[src/rtl/lc3_pkg.sv]
// Shared types and constants for the LC-3 memory interface stage.
package lc3_pkg;

  typedef enum logic [1:0] {
    IDLE,
    ACCESS,
    DONE
  } mem_state_t;

  localparam logic [15:0] ADDR_KBSR    = 16'hFE00;
  localparam logic [15:0] ADDR_KBDR    = 16'hFE02;
  localparam logic [15:0] ADDR_DSR     = 16'hFE04;
  localparam logic [15:0] ADDR_DDR     = 16'hFE06;
  localparam logic [15:0] MEM_ERR_DATA = 16'hDEAD;

  function automatic logic is_mmio_addr(input logic [15:0] addr);
    return (addr == ADDR_KBSR) || (addr == ADDR_KBDR) ||
           (addr == ADDR_DSR)  || (addr == ADDR_DDR);
  endfunction

endpackage

[src/rtl/lc3_mmio_regs.sv]
// LC-3 keyboard/display device registers: keyboard buffer, display output, read decode.
// acc is high for the single ACCESS cycle of a device-register access.
module lc3_mmio_regs
  import lc3_pkg::*;
(
  input  logic        clk,
  input  logic        rst_n,
  input  logic [15:0] addr,
  input  logic [7:0]  wdata,
  input  logic        acc,
  input  logic        wr,
  input  logic [7:0]  kbd_data,
  input  logic        kbd_valid,
  input  logic        dsr_ready,
  output logic [15:0] rdata,
  output logic [7:0]  ddr_data,
  output logic        ddr_valid
);

  logic       kbd_full_q, kbd_full_d;
  logic [7:0] kbd_char_q, kbd_char_d;
  logic [7:0] ddr_data_q, ddr_data_d;
  logic       ddr_valid_q, ddr_valid_d;
  logic       rd_kbdr, wr_ddr;

  always_comb begin
    rd_kbdr     = acc && !wr && (addr == ADDR_KBDR);
    wr_ddr      = acc && wr && (addr == ADDR_DDR);
    kbd_full_d  = kbd_full_q;
    kbd_char_d  = kbd_char_q;
    ddr_data_d  = ddr_data_q;
    ddr_valid_d = wr_ddr;
    // A KBDR read in the same cycle as a new key drops the new key.
    if (rd_kbdr) begin
      kbd_full_d = 1'b0;
    end else if (kbd_valid && !kbd_full_q) begin
      kbd_full_d = 1'b1;
      kbd_char_d = kbd_data;
    end
    if (wr_ddr) begin
      ddr_data_d = wdata;
    end
  end

  always_comb begin
    rdata = '0;
    unique case (addr)
      ADDR_KBSR: rdata = {kbd_full_q, 15'b0};
      ADDR_KBDR: rdata = {8'b0, kbd_char_q};
      ADDR_DSR:  rdata = {dsr_ready, 15'b0};
      default:   rdata = '0;
    endcase
  end

  always_ff @(posedge clk or negedge rst_n) begin
    if (!rst_n) begin
      kbd_full_q  <= 1'b0;
      kbd_char_q  <= '0;
      ddr_data_q  <= '0;
      ddr_valid_q <= 1'b0;
    end else begin
      kbd_full_q  <= kbd_full_d;
      kbd_char_q  <= kbd_char_d;
      ddr_data_q  <= ddr_data_d;
      ddr_valid_q <= ddr_valid_d;
    end
  end

  assign ddr_data  = ddr_data_q;
  assign ddr_valid = ddr_valid_q;

endmodule

[src/rtl/lc3_mem_if.sv]
// LC-3 memory interface: MAR/MDR registers and the request/ack access sequencer.
// Define LC3_MMIO_EN to decode the keyboard/display registers internally.
module lc3_mem_if
  import lc3_pkg::*;
#(
  parameter int unsigned WAIT_LIMIT = 64
) (
  input  logic        clk,
  input  logic        rst_n,
  input  logic [15:0] bus_in,
  input  logic        ld_mar,
  input  logic        ld_mdr,
  input  logic        mem_req,
  input  logic        r_w,
  output logic [15:0] mar_out,
  output logic [15:0] mdr_out,
  output logic        mem_ready,
  output logic        mem_err,
  output logic        mem_en,
  output logic        mem_we,
  output logic [15:0] mem_addr,
  output logic [15:0] mem_wdata,
  input  logic [15:0] mem_rdata,
  input  logic        mem_ack,
  input  logic [7:0]  kbd_data,
  input  logic        kbd_valid,
  input  logic        dsr_ready,
  output logic [7:0]  ddr_data,
  output logic        ddr_valid
);

  localparam int unsigned     CntW   = $clog2(WAIT_LIMIT + 1);
  localparam logic [CntW-1:0] CntMax = CntW'(WAIT_LIMIT);

  mem_state_t      state_q, state_d;
  logic [15:0]     mar_q, mar_d;
  logic [15:0]     mdr_q, mdr_d;
  logic            wr_q, wr_d;
  logic            mmio_q, mmio_d;
  logic [CntW-1:0] cnt_q, cnt_d;
  logic            ready_q, ready_d;
  logic            err_q, err_d;
  logic            en_q, en_d;
  logic            we_q, we_d;
  logic            mmio_hit;
  logic [15:0]     mmio_rdata;

`ifdef LC3_MMIO_EN
  logic mmio_acc;

  // Decode the address the access will actually use, including a same-cycle MAR load.
  assign mmio_hit = is_mmio_addr(ld_mar ? bus_in : mar_q);
  assign mmio_acc = (state_q == ACCESS) && mmio_q;

  lc3_mmio_regs u_mmio_regs (
    .clk       (clk),
    .rst_n     (rst_n),
    .addr      (mar_q),
    .wdata     (mdr_q[7:0]),
    .acc       (mmio_acc),
    .wr        (wr_q),
    .kbd_data  (kbd_data),
    .kbd_valid (kbd_valid),
    .dsr_ready (dsr_ready),
    .rdata     (mmio_rdata),
    .ddr_data  (ddr_data),
    .ddr_valid (ddr_valid)
  );
`else
  logic unused_mmio;

  assign mmio_hit    = 1'b0;
  assign mmio_rdata  = '0;
  assign ddr_data    = '0;
  assign ddr_valid   = 1'b0;
  assign unused_mmio = ^{kbd_data, kbd_valid, dsr_ready};
`endif

  always_comb begin
    state_d = state_q;
    mar_d   = mar_q;
    mdr_d   = mdr_q;
    wr_d    = wr_q;
    mmio_d  = mmio_q;
    cnt_d   = cnt_q;
    err_d   = err_q;
    ready_d = 1'b0;
    en_d    = 1'b0;
    we_d    = 1'b0;
    unique case (state_q)
      IDLE: begin
        if (ld_mar) mar_d = bus_in;
        if (ld_mdr) mdr_d = bus_in;
        if (mem_req) begin
          state_d = ACCESS;
          wr_d    = r_w;
          mmio_d  = mmio_hit;
          cnt_d   = '0;
          en_d    = !mmio_hit;
          we_d    = !mmio_hit && r_w;
        end
      end
      ACCESS: begin
        en_d = en_q;
        we_d = we_q;
        if (mmio_q) begin
          state_d = DONE;
          ready_d = 1'b1;
          en_d    = 1'b0;
          we_d    = 1'b0;
          if (!wr_q) mdr_d = mmio_rdata;
        end else if (mem_ack) begin
          // Ack takes priority over a timeout in the same cycle.
          state_d = DONE;
          ready_d = 1'b1;
          en_d    = 1'b0;
          we_d    = 1'b0;
          if (!wr_q) mdr_d = mem_rdata;
        end else if (cnt_q == CntMax) begin
          state_d = DONE;
          ready_d = 1'b1;
          err_d   = 1'b1;
          en_d    = 1'b0;
          we_d    = 1'b0;
          if (!wr_q) mdr_d = MEM_ERR_DATA;
        end else begin
          cnt_d = cnt_q + 1'b1;
        end
      end
      DONE: begin
        state_d = IDLE;
      end
      default: begin
        state_d = IDLE;
      end
    endcase
  end

  always_ff @(posedge clk or negedge rst_n) begin
    if (!rst_n) begin
      state_q <= IDLE;
      mar_q   <= '0;
      mdr_q   <= '0;
      wr_q    <= 1'b0;
      mmio_q  <= 1'b0;
      cnt_q   <= '0;
      ready_q <= 1'b0;
      err_q   <= 1'b0;
      en_q    <= 1'b0;
      we_q    <= 1'b0;
    end else begin
      state_q <= state_d;
      mar_q   <= mar_d;
      mdr_q   <= mdr_d;
      wr_q    <= wr_d;
      mmio_q  <= mmio_d;
      cnt_q   <= cnt_d;
      ready_q <= ready_d;
      err_q   <= err_d;
      en_q    <= en_d;
      we_q    <= we_d;
    end
  end

  assign mar_out   = mar_q;
  assign mdr_out   = mdr_q;
  assign mem_addr  = mar_q;
  assign mem_wdata = mdr_q;
  assign mem_ready = ready_q;
  assign mem_err   = err_q;
  assign mem_en    = en_q;
  assign mem_we    = we_q;

endmodule

[config.mk]
export PLATFORM = sky130hd
export DESIGN_NAME = lc3_mem_if
export DESIGN_NICKNAME = d
export VERILOG_FILES = /design/src/rtl/lc3_pkg.sv /design/src/rtl/lc3_mmio_regs.sv /design/src/rtl/lc3_mem_if.sv
export SDC_FILE = /design/constraint.sdc
export NUM_CORES = 1
export LEC_CHECK = 0
export CAP_MARGIN = 40
export CORE_UTILIZATION = 40
export DETAILED_ROUTE_END_ITERATION = 8
export PLACE_DENSITY = 0.77
export REMOVE_ABC_BUFFERS = 1
export SYNTH_ARGS = -nofsm -noshare
export SYNTH_HDL_FRONTEND = slang
export SYNTH_SLANG_ARGS = --single-unit
[constraint.sdc]
create_clock -name clk -period 2.8 [get_ports clk]
set_input_delay 0.56 -clock clk [delete_from_list [all_inputs] [get_ports clk]]
set_output_delay 0.56 -clock clk [all_outputs]
set_load 0.02 [all_outputs]
# == Word level (Yosys, flattened, before mapping) ==
# Cells that the tools add are included.
# classes
eq_ne,8
n_addsub,1
muxes,23
bitwise_logic,1
n_reduce_logical,8
# ops
operator,count
$mux W16,5
$pmux W16 S2,1
$mux W7,3
$pmux W7 S2,1
$ne A2 B2 Y1 const B,5
$reduce_and A4 Y1,2
$add A7 B1 Y7 const B,1
$eq A7 B7 Y1 const B,1
$mux W1,7
$mux W2,3
$reduce_and A2 Y1,3
$pmux W1 S2,2
$pmux W2 S2,1
$ne A3 B3 Y1 const B,1
$reduce_and A3 Y1,1
$eq A2 B1 Y1 const B,1
$logic_not A2 Y1,1
$reduce_bool A2 Y1,1
$not A1 Y1,1
# totals
regBits,46
elab_cells,50
output_inout_bits,77

# == Depth between registers and ports, before layout ==
# depth
depth_word,4
mapped_depth,7
depth_no_buf,6

# == Worst setup path after synthesis ==
# OpenSTA, ideal clock, no wires.
# synth_path
path_type,reg2reg
startpoint,register cnt_q[0]
endpoint,register mdr_q[10] (netlist: mdr_out[10])
path_stages_with_launch,8
required_time_ps,2675
setup_ps,125
n_path_buf,1
path_slack_ps,864
arrival_time_ps,1811
cell_sequence,dfrtp_1 inv_1 ha_1 and4bb_2 nand2_1 o41ai_4 buf_6 mux2_2
# synth_via
elab_chain_cells,3
# synth_lines
item,line,source
"start, declared",lc3_mem_if.sv:40,"logic [CntW-1:0] cnt_q, cnt_d;"
"start signal, assigned",lc3_mem_if.sv:157,cnt_q <= cnt_d;
$eq A7 B7 Y1,lc3_mem_if.sv:119,end else if (cnt_q == CntMax) begin
$ne A3 B3 Y1 (no source line),--,
$reduce_and A4 Y1 (no source line),--,
"end signal, assigned",lc3_mem_if.sv:154,mdr_q <= mdr_d;
"end, declared",lc3_mem_if.sv:37,"logic [15:0] mdr_q, mdr_d;"
# No other way between the ends.
# A chain may end at the register's enable or synchronous reset.

# == Worst setup path after layout ==
# layout_path
startpoint,register cnt_q[0]
endpoint,register mdr_q[8] (netlist: mdr_out[8])
# Same word-level chain as after synthesis.

==> flow_summary.json <==
{
  "report.final.slew_viol_count": 0,
  "sw_frac_of_total_pct": 40.0,
  "num-nets-final": 357,
  "hpwl_mm": 4.10,
  "post_cts_resized": 0,
  "detail_route.iter0.violations": 48,
  "final_util_pct": 57.1,
  "ir_drop_v": 0.000617,
  "vias": 1785,
  "die_y_um": 80.3,
  "critPathArrivalTime_ps": 2360,
  "hp-class": "input port to async pin",
  "root_buffer": "clkbuf_8",
  "power.leakage_nw": 1.48,
  "clk_pin_slew_ps": 90,
  "worst_pin_slew_ps": 553,
  "pwr-share-comb_pct": 57.6,
  "max_slew_margin_pct": 63.0,
  "track_usage_pct": 17.3,
  "synth.most_common_cell": "dfrtp_1",
  "diodes": 0,
  "grt_start_max_net_pins": 34,
  "fin_hold_ws_ps": 241,
  "ys.flop_type": "dfrtp_1",
  "io_pins": 126,
  "row_count": 28,
  "path_max_fanout": 12,
  "p_seq_share_pct": 31.6,
  "p_switching_mw": 1.43,
  "area_delta_synth_final_pct": 37.8,
  "cts-htree-levels": 2,
  "clkLatencyLatePin_ps": 290,
  "grt.overflow.total": 0,
  "synthesis.area_sq_um": 2450,
  "gp_congestion": 0.821,
  "cts_tree": "yes",
  "fin_crit_sh_pct": 78.0,
  "clk_path_buf_depth": 2,
  "critPathLaunchType": "register",
  "drt_wl_total_mm": 5.44,
  "antenna_found_initial": 0,
  "ys_seq_elements": 46,
  "crit_required_ps": 2980,
  "status": "finished clean",
  "synth.distinct_cells": 37,
  "drv_cap": 0,
  "crit_type": "register to register",
  "grt_pass1_vias": 1732,
  "synth_cells": 229,
  "n_fill_cell": 541,
  "yosys_warnings": 0,
  "grt_pass1_wl_mm": 8.38,
  "drc_errors": 0,
  "setup_tns_ps": 0,
  "start_util_pct": 41.4,
  "ys_seq_area_share_pct": 46.9,
  "clock-sinks": 46,
  "viasPerCell": 4.69,
  "clock_power_share_pct": 10.8,
  "async_flop_share_pct": 100,
  "drive_gt1_share_pct": 17.0,
  "port_buffers": 106,
  "rsz0062_at_grt": "false",
  "synth_common_cells": "dfrtp_1, buf_4, mux2_2",
  "power_density_nw_per_um2": 1060,
  "dieArea_sq_um": 6450,
  "syn_area_per_cell_sq_um": 10.7,
  "cts_setup_buffers": 0,
  "synth_top_cell_by_area": "dfrtp_1",
  "intPower_mw": 2.14,
  "synth_edf_count": 0,
  "fin_skew_ps": 8.09,
  "antenna_left": 0,
  "period_needed_ps": 2180,
  "end_kind": "register",
  "rr_worst_depth": 7,
  "fp.dieW_um": 80.3,
  "core_area_sq_um": 5920,
  "clock.fmax_mhz": 458,
  "postCtsHoldBufs": 0,
  "yosysTopAreaCellShare_pct": 46.9,
  "firstDrtPassIters": 4,
  "hold_violations": 0,
  "numCtsBuffers": 5,
  "setup_viol": 0,
  "ys_top_cells_by_area": "dfrtp_1, mux2_2, buf_4",
  "wire_per_inst_um": 14.3
}
-- power groups by stage --
stage / Sequential (mW) / Clock [mW] / Combinational, mW
after global routing: 1.16 / 0.428 / 2.18
after detailed placement: 1.14 / 0 / 2.07
after global placement: 1.12 / 0 / 2.02
after floorplan: 1.68 / 0 / 0.425
after CTS: 1.13 / 0.402 / 2.07
final: 1.13 / 0.387 / 2.05
-- through the flow --
stage | instances | worst slack, ps | power, mW | cell area, sq um
global placement | 373 | 329 | 3.15 | 3290
detailed placement | 374 | 389 | 3.21 | 3300
floorplan | 186 | 457 | 2.11 | 2090
global route | 381 | 524 | 3.78 | 3380
CTS | 381 | 624 | 3.61 | 3380
finish | 381 | 617 | 3.57 | 3380
-- layout make-up --
cell class                      instances  area [sq um]  area share (%)
Tap cell                               75          93.8            2.78
Clock inverter                          2          10.0           0.296
Timing Repair Buffer                  113          1110            32.9
Multi-Input combinational cell        120           868            25.7
Sequential cell                        46          1150            34.1
Inverter                               20          75.1            2.22
Clock buffer                            5          68.8            2.04
-- layer usage --
layer,GRT usage [%],part of all wire (%),up-vias
met4,4.46,0.29,0
li1,-,-,867
met1,21.1,44,841
met2,30.0,49,75
met3,4.89,6.5,2
met5,0,0,-
-- cell usage in the layout (no fill, tap or decap), types with 2 or more instances in the layout --
master	instances
ha_1	2
o21ai_0	7
conb_1	9
and3_1	2
a31oi_1	10
clkdlybuf4s50_1	105
nand2_1	12
dfrtp_1	46
nor3_1	2
nand4_1	3
clkinv_2	2
mux2i_1	2
and2_1	2
buf_4	6
inv_1	20
nand3_1	6
mux2_2	31
nor2_1	16
clkbuf_8	5
-- worst max-delay path: stages, from the launching register on --
cell	delay [ps]
dfrtp_1	400
inv_1	100
ha_1	140
and4bb_2	250
nand2_1	100
o41ai_4	470
buf_6	250
mux2_2	350
-- path summary, 6_finish.rpt --
path	start	to	slack (ps)
max in group asynchronous	rst_n	mdr_out[1]	2280
setup reg to reg	cnt_q[0]	mdr_out[8]	620
hold / removal	rst_n	mar_out[5]	240
min in group clk	mem_err	mem_err	460
hold reg to reg	mem_err	mem_err	460
setup / recovery	cnt_q[0]	mdr_out[8]	620
-- kinds of logic after synthesis --
| group | count (synthesis) | share of synthesized area, % |
|---|---|---|
| xor gates and xnor gates | 1 | 0.357 |
| other | 1 | 0.153 |
| and+or+nand+nor | 48 | 9.69 |
| muxes | 33 | 15.1 |
| buffers and inverters | 71 | 18.9 |
| AOI/OAI and AO/OA | 27 | 7.91 |
| adders and majority gates | 2 | 1.02 |
| DFF | 46 | 46.9 |
-- flip-flops by register name (all words and copies together) (netlist names) --
signal     cells
mem_en         1
mem_err        1
mar_out       16
mdr_out       16
mem_ready      1
mem_we         1
state_q        2
cnt_q          7
wr_q           1
No activity file was read; power rests on OpenSTA's default activity.
